===== src/rtl/gpr_regfile.sv =====
// Integer register file: 32 ARCH_WIDTH-bit registers with two combinational read ports
// and one clocked write port. x0 is hard-wired to zero.

module gpr_cell #(
    parameter int                    ARCH_WIDTH  = 64,
    parameter logic [ARCH_WIDTH-1:0] RESET_VALUE = '0
) (
    input  logic                  clk,
    input  logic                  rst_n,
    input  logic                  writeEnable,
    input  logic [ARCH_WIDTH-1:0] writeData,
    input  logic                  readOnly,
    output logic [ARCH_WIDTH-1:0] readData
);
    logic [ARCH_WIDTH-1:0] data_r;

    // Storage: async reset loads the per-instance index value; read-only cells never update.
    always_ff @(posedge clk or negedge rst_n) begin
        if (!rst_n) begin
            data_r <= RESET_VALUE;
        end else if (writeEnable && !readOnly) begin
            data_r <= writeData;
        end else begin
            data_r <= data_r;
        end
    end

    assign readData = data_r;
endmodule

module gpr_mux #(
    parameter int ARCH_WIDTH     = 64,
    parameter int INPUT_QUANTITY = 32,
    parameter int SEL_WIDTH      = 5
) (
    input  logic [ARCH_WIDTH-1:0] inputs [INPUT_QUANTITY],
    input  logic [SEL_WIDTH-1:0]  sel,
    output logic [ARCH_WIDTH-1:0] result
);
    // Selection: out-of-range indices yield zero so the output is never undefined.
    always_comb begin
        result = '0;
        if (32'(sel) < INPUT_QUANTITY) begin
            result = inputs[sel];
        end else begin
            result = '0;
        end
    end
endmodule

module gpr_regfile #(
    parameter int ARCH_WIDTH = 64
) (
    input  logic                  clk,
    input  logic                  rst_n,
    input  logic [4:0]            rs1,
    input  logic [4:0]            rs2,
    input  logic [4:0]            rd,
    input  logic                  wEn,
    input  logic                  immediate,
    input  logic [ARCH_WIDTH-1:0] wData,
    output logic [ARCH_WIDTH-1:0] out1,
    output logic [ARCH_WIDTH-1:0] out2
);
    logic [31:0]           we_s;
    logic [ARCH_WIDTH-1:0] cell_data_s [32];
    logic [ARCH_WIDTH-1:0] rd2_s;

    // Write-enable decode: one-hot of rd, gated by wEn.
    always_comb begin
        we_s = 32'd0;
        if (wEn) begin
            we_s = 32'd1 << rd;
        end else begin
            we_s = 32'd0;
        end
    end

    for (genvar i = 0; i < 32; i++) begin : g_cell
        gpr_cell #(
            .ARCH_WIDTH (ARCH_WIDTH),
            .RESET_VALUE(ARCH_WIDTH'(i))
        ) u_cell (
            .clk        (clk),
            .rst_n      (rst_n),
            .writeEnable(we_s[i]),
            .writeData  (wData),
            .readOnly   ((i == 0) ? 1'b1 : 1'b0),
            .readData   (cell_data_s[i])
        );
    end

    gpr_mux #(
        .ARCH_WIDTH    (ARCH_WIDTH),
        .INPUT_QUANTITY(32),
        .SEL_WIDTH     (5)
    ) u_mux1 (
        .inputs(cell_data_s),
        .sel   (rs1),
        .result(out1)
    );

    gpr_mux #(
        .ARCH_WIDTH    (ARCH_WIDTH),
        .INPUT_QUANTITY(32),
        .SEL_WIDTH     (5)
    ) u_mux2 (
        .inputs(cell_data_s),
        .sel   (rs2),
        .result(rd2_s)
    );

    // Operand B: an immediate instruction suppresses the register value.
    always_comb begin
        out2 = '0;
        if (immediate) begin
            out2 = '0;
        end else begin
            out2 = rd2_s;
        end
    end
endmodule


===== config.mk =====
export PLATFORM = sky130hd
export DESIGN_NAME = gpr_regfile
export DESIGN_NICKNAME = d
export VERILOG_FILES = /design/src/rtl/gpr_regfile.sv
export SDC_FILE = /design/constraint.sdc
export NUM_CORES = 2
export LEC_CHECK = 0
export BUFFER_PORTS_ARGS = -buffer_cell sky130_fd_sc_hd__buf_2
export CAP_MARGIN = 20
export CORE_MARGIN = 5
export CORE_UTILIZATION = 64
export CTS_CLUSTER_SIZE = 12
export DETAILED_ROUTE_END_ITERATION = 7
export PLACE_DENSITY_LB_ADDON = 0.1
export SLEW_MARGIN = 20
export SYNTH_ARGS = -nofsm -noshare
export SYNTH_HDL_FRONTEND = slang
export SYNTH_SLANG_ARGS = --single-unit

===== constraint.sdc =====
create_clock -name clk -period 2.35 [get_ports clk]
set_input_delay 0.1175 -clock clk [delete_from_list [all_inputs] [get_ports clk]]
set_output_delay 0.1175 -clock clk [all_outputs]
set_load 0.05 [all_outputs]

==> run summary <==
Final Max Tran Viols -> 0
Critical path cell sequence -> mux4_2 > mux2_4 > a211oi_2 > nor3_2 > buf_4 > buf_12
Clk sinks -> 1984
Worst path max stage delay -> 470 ps
Synth warn -> 0
CTS HTree Levels -> 4
Post-synth EDFFs -> 0
P_sw -> 30100 uW
PD cells -> 811 nW/um2
Met3 usage -> 0.0815
Met1 GRT Util -> 0.517
Clock root cell -> clkbuf_16
Final wirelength -> 349 mm
Drt first pass iters -> 5
Setup Crit Path Kind -> flop to output port
Insertion delay to the later sink of the worst-skew pair -> 840 ps
Post-Syn Instances -> 7478
Die area -> 176000 um2
DRC -> 0
Vias in the first global route -> 79600
Post-Layout Cell Count -> 10400
Total power -> 104000 uW
First-pass GRT wire length -> 522 mm
Syn_nets -> 7561
Die width -> 419 um
Final Critical Period -> 2780 ps
Sequential share of power -> 0.442
Clock skew -> 0 ps
CTS tree -> done
Iter 0 DRT Violations -> 8015
Status -> finished with violations
Commonest non-fill, non-tap cell in the layout -> dfrtp_1
Ys flop type -> dfrtp_1
Post-Layout Inst Area -> 128000 um2
Crit end category -> output port
Worst setup margin -> -430 ps
Relative slew slack -> 0.321
Routability congestion estimate -> 0.879
Cell family with most CP delay -> multiplexers
Nets -> 8084
Routed Antenna Nets -> 0
CTS buffer count -> 208
I/O Buffers -> 210
# IOs -> 211
Failing checks -> setup timing
Post-synthesis async set-or-reset flop share -> 1.00
Starting density of the core -> 0.642
Longest Clk Path Bufs -> 3
Yosys cell types -> 54
Final Hold Fails -> 0
Die height -> 419 um
Commonest non-fill, non-tap cells in the layout -> dfrtp_1 (1904), mux2_2 (1780), mux4_2 (640)
Gr usage total -> 0.398
Final setup fails -> 128
Critical path required time -> 2230 ps
R2R Setup Slk -> 1310 ps
Initial antenna violation count -> 11
Congestion Overflow GR -> 0
Routed vias -> 75700
Largest net degree at the start of global routing -> 115
DR vias/cell -> 7.29
Worst-path clk slew -> 60 ps
Buffers & Inverters on Critical Path -> 2
CP arrival -> 2660 ps
Post-place instance area -> 116000 um2
Crit Path Max Fanout -> 2
Seq/Total Area, Yosys -> 0.464
Critical Path Start Type -> flop
Period utilization -> 1.18
Cell count after placement -> 9699
Hpwl dp -> 216 mm
Number of synthesized register bits -> 1984
Sw frac -> 0.289
Placeable Area -> 167000 um2
Met2 GRT Util -> 0.625
Int Pwr -> 74000 uW
Clk network pwr share -> 0.313
Layout area overhead -> 19.7%
Hold WC Path Type -> primary input to asynchronous set/reset pin
Largest register FFs -> 1984
Unrepaired setup endpoints after global routing -> yes
Avg Cell Area, Syn -> 14.4 um2
Max Freq -> 360 MHz
Sum Neg Setup Slack -> -37720 ps
Combinational fraction of design power -> 0.245
Max Cap Violations -> 0
Synthesized cell area -> 107000 um2
Share of layout cells above drive strength 1 -> 0.541
CP max stage cell -> mux4_2
Peak VDD IR -> 0.000874 V
Busiest layer in global routing -> met2
Lkg Pwr -> 0.0564 uW
Avg WL per Cell -> 33.6 um
Worst Tran Pin Value -> 1020 ps
Row cnt -> 150
-- worst min-delay path, cell delays in order --
cell and delay (ps):
dlygate4sd3_1 580, buf_12 330, buf_12 260
-- cell usage after synthesis (87+ instances only) --
cell type     n  area share
a221oi_1    190       0.016
buf_2       277       0.013
clkbuf_1    448       0.016
dfrtp_1    1904        0.44
mux2_1      424       0.044
mux2_2     1811        0.19
mux2i_1     449       0.042
mux4_2      639        0.13
nand2_1     145      0.0051
nor2b_1     131      0.0076
nor3_1      126      0.0059
o22ai_1      87      0.0051
-- worst paths after layout --
kind	depth (start not counted)	to	startpoint
worst max-delay path	6	out2[60]	g_cell[14].u_cell.readData[60]
worst min-delay path	3	g_cell[10].u_cell.readData[54]	rst_n
worst max register to register	3	g_cell[14].u_cell.readData[13]	g_cell[14].u_cell.readData[13]
worst min register to register	1	g_cell[6].u_cell.readData[16]	g_cell[6].u_cell.readData[16]
max in group asynchronous	4	g_cell[16].u_cell.readData[23]	rst_n
min in group clk	3	g_cell[16].u_cell.readData[4]	wData[4]
-- cells by family after synthesis --
logic type	Yosys count	synth area share
AO/OA/AOI/OAI	832	0.0636
buffers and inverters	838	0.0369
flip-flops	1984	0.464
multiplexers	3327	0.411
AND/OR/NAND/NOR	497	0.0244
-- power groups by stage --
stage,clock network [uW],registers [uW],logic (uW)
6_report,32600,46000,25500
5_1_grt,34200,46800,27100
4_1_cts,32800,45800,24700
3_5_place_dp,0,46500,22200
3_3_place_gp,0,45900,21500
2_1_floorplan,0,44700,16600
-- per-stage QoR --
| stage | utilization | setup WS (ps) | hold slack (ps) |
|---|---|---|---|
| after CTS | 0.762 | -450 | 99.2 |
| after floorplan | - | 25.0 | -178 |
| after detailed placement | 0.695 | -215 | 85.8 |
| after global placement | 0.695 | -215 | 83.8 |
| final | 0.769 | -430 | 117 |
| after global routing | 0.769 | -494 | 125 |
-- routing by layer --
metal | share of wire | vias up | wire [um]
met4 | 0.071 | 2 | 24900
li1 | - | 30100 | -
met5 | 0.000046 | - | 16
met1 | 0.37 | 39800 | 129000
met2 | 0.47 | 4420 | 163000
met3 | 0.090 | 1355 | 31400
-- final cells by class --
cell class	count	area [um2]
clock inverters	57	484
multi-input cells	4656	56700
repair buffers	1150	12600
fillers	9799	38600
clock buffers	324	6180
flip-flops and latches	1984	49700
well taps	2204	2760
inverters	1	6.26
diodes	14	35.0
-- timing repair --
action / 4_1_cts / 5_1_grt
hold buffers: 72 / 0
gates resized for setup: 522 / 182
setup buffers: 212 / 37
pin swaps: 202 / 134
hold endpoints to repair: 3733 / 0
endpoints found under the setup margin: 128 / 128
(Power assumes the default switching activity.)
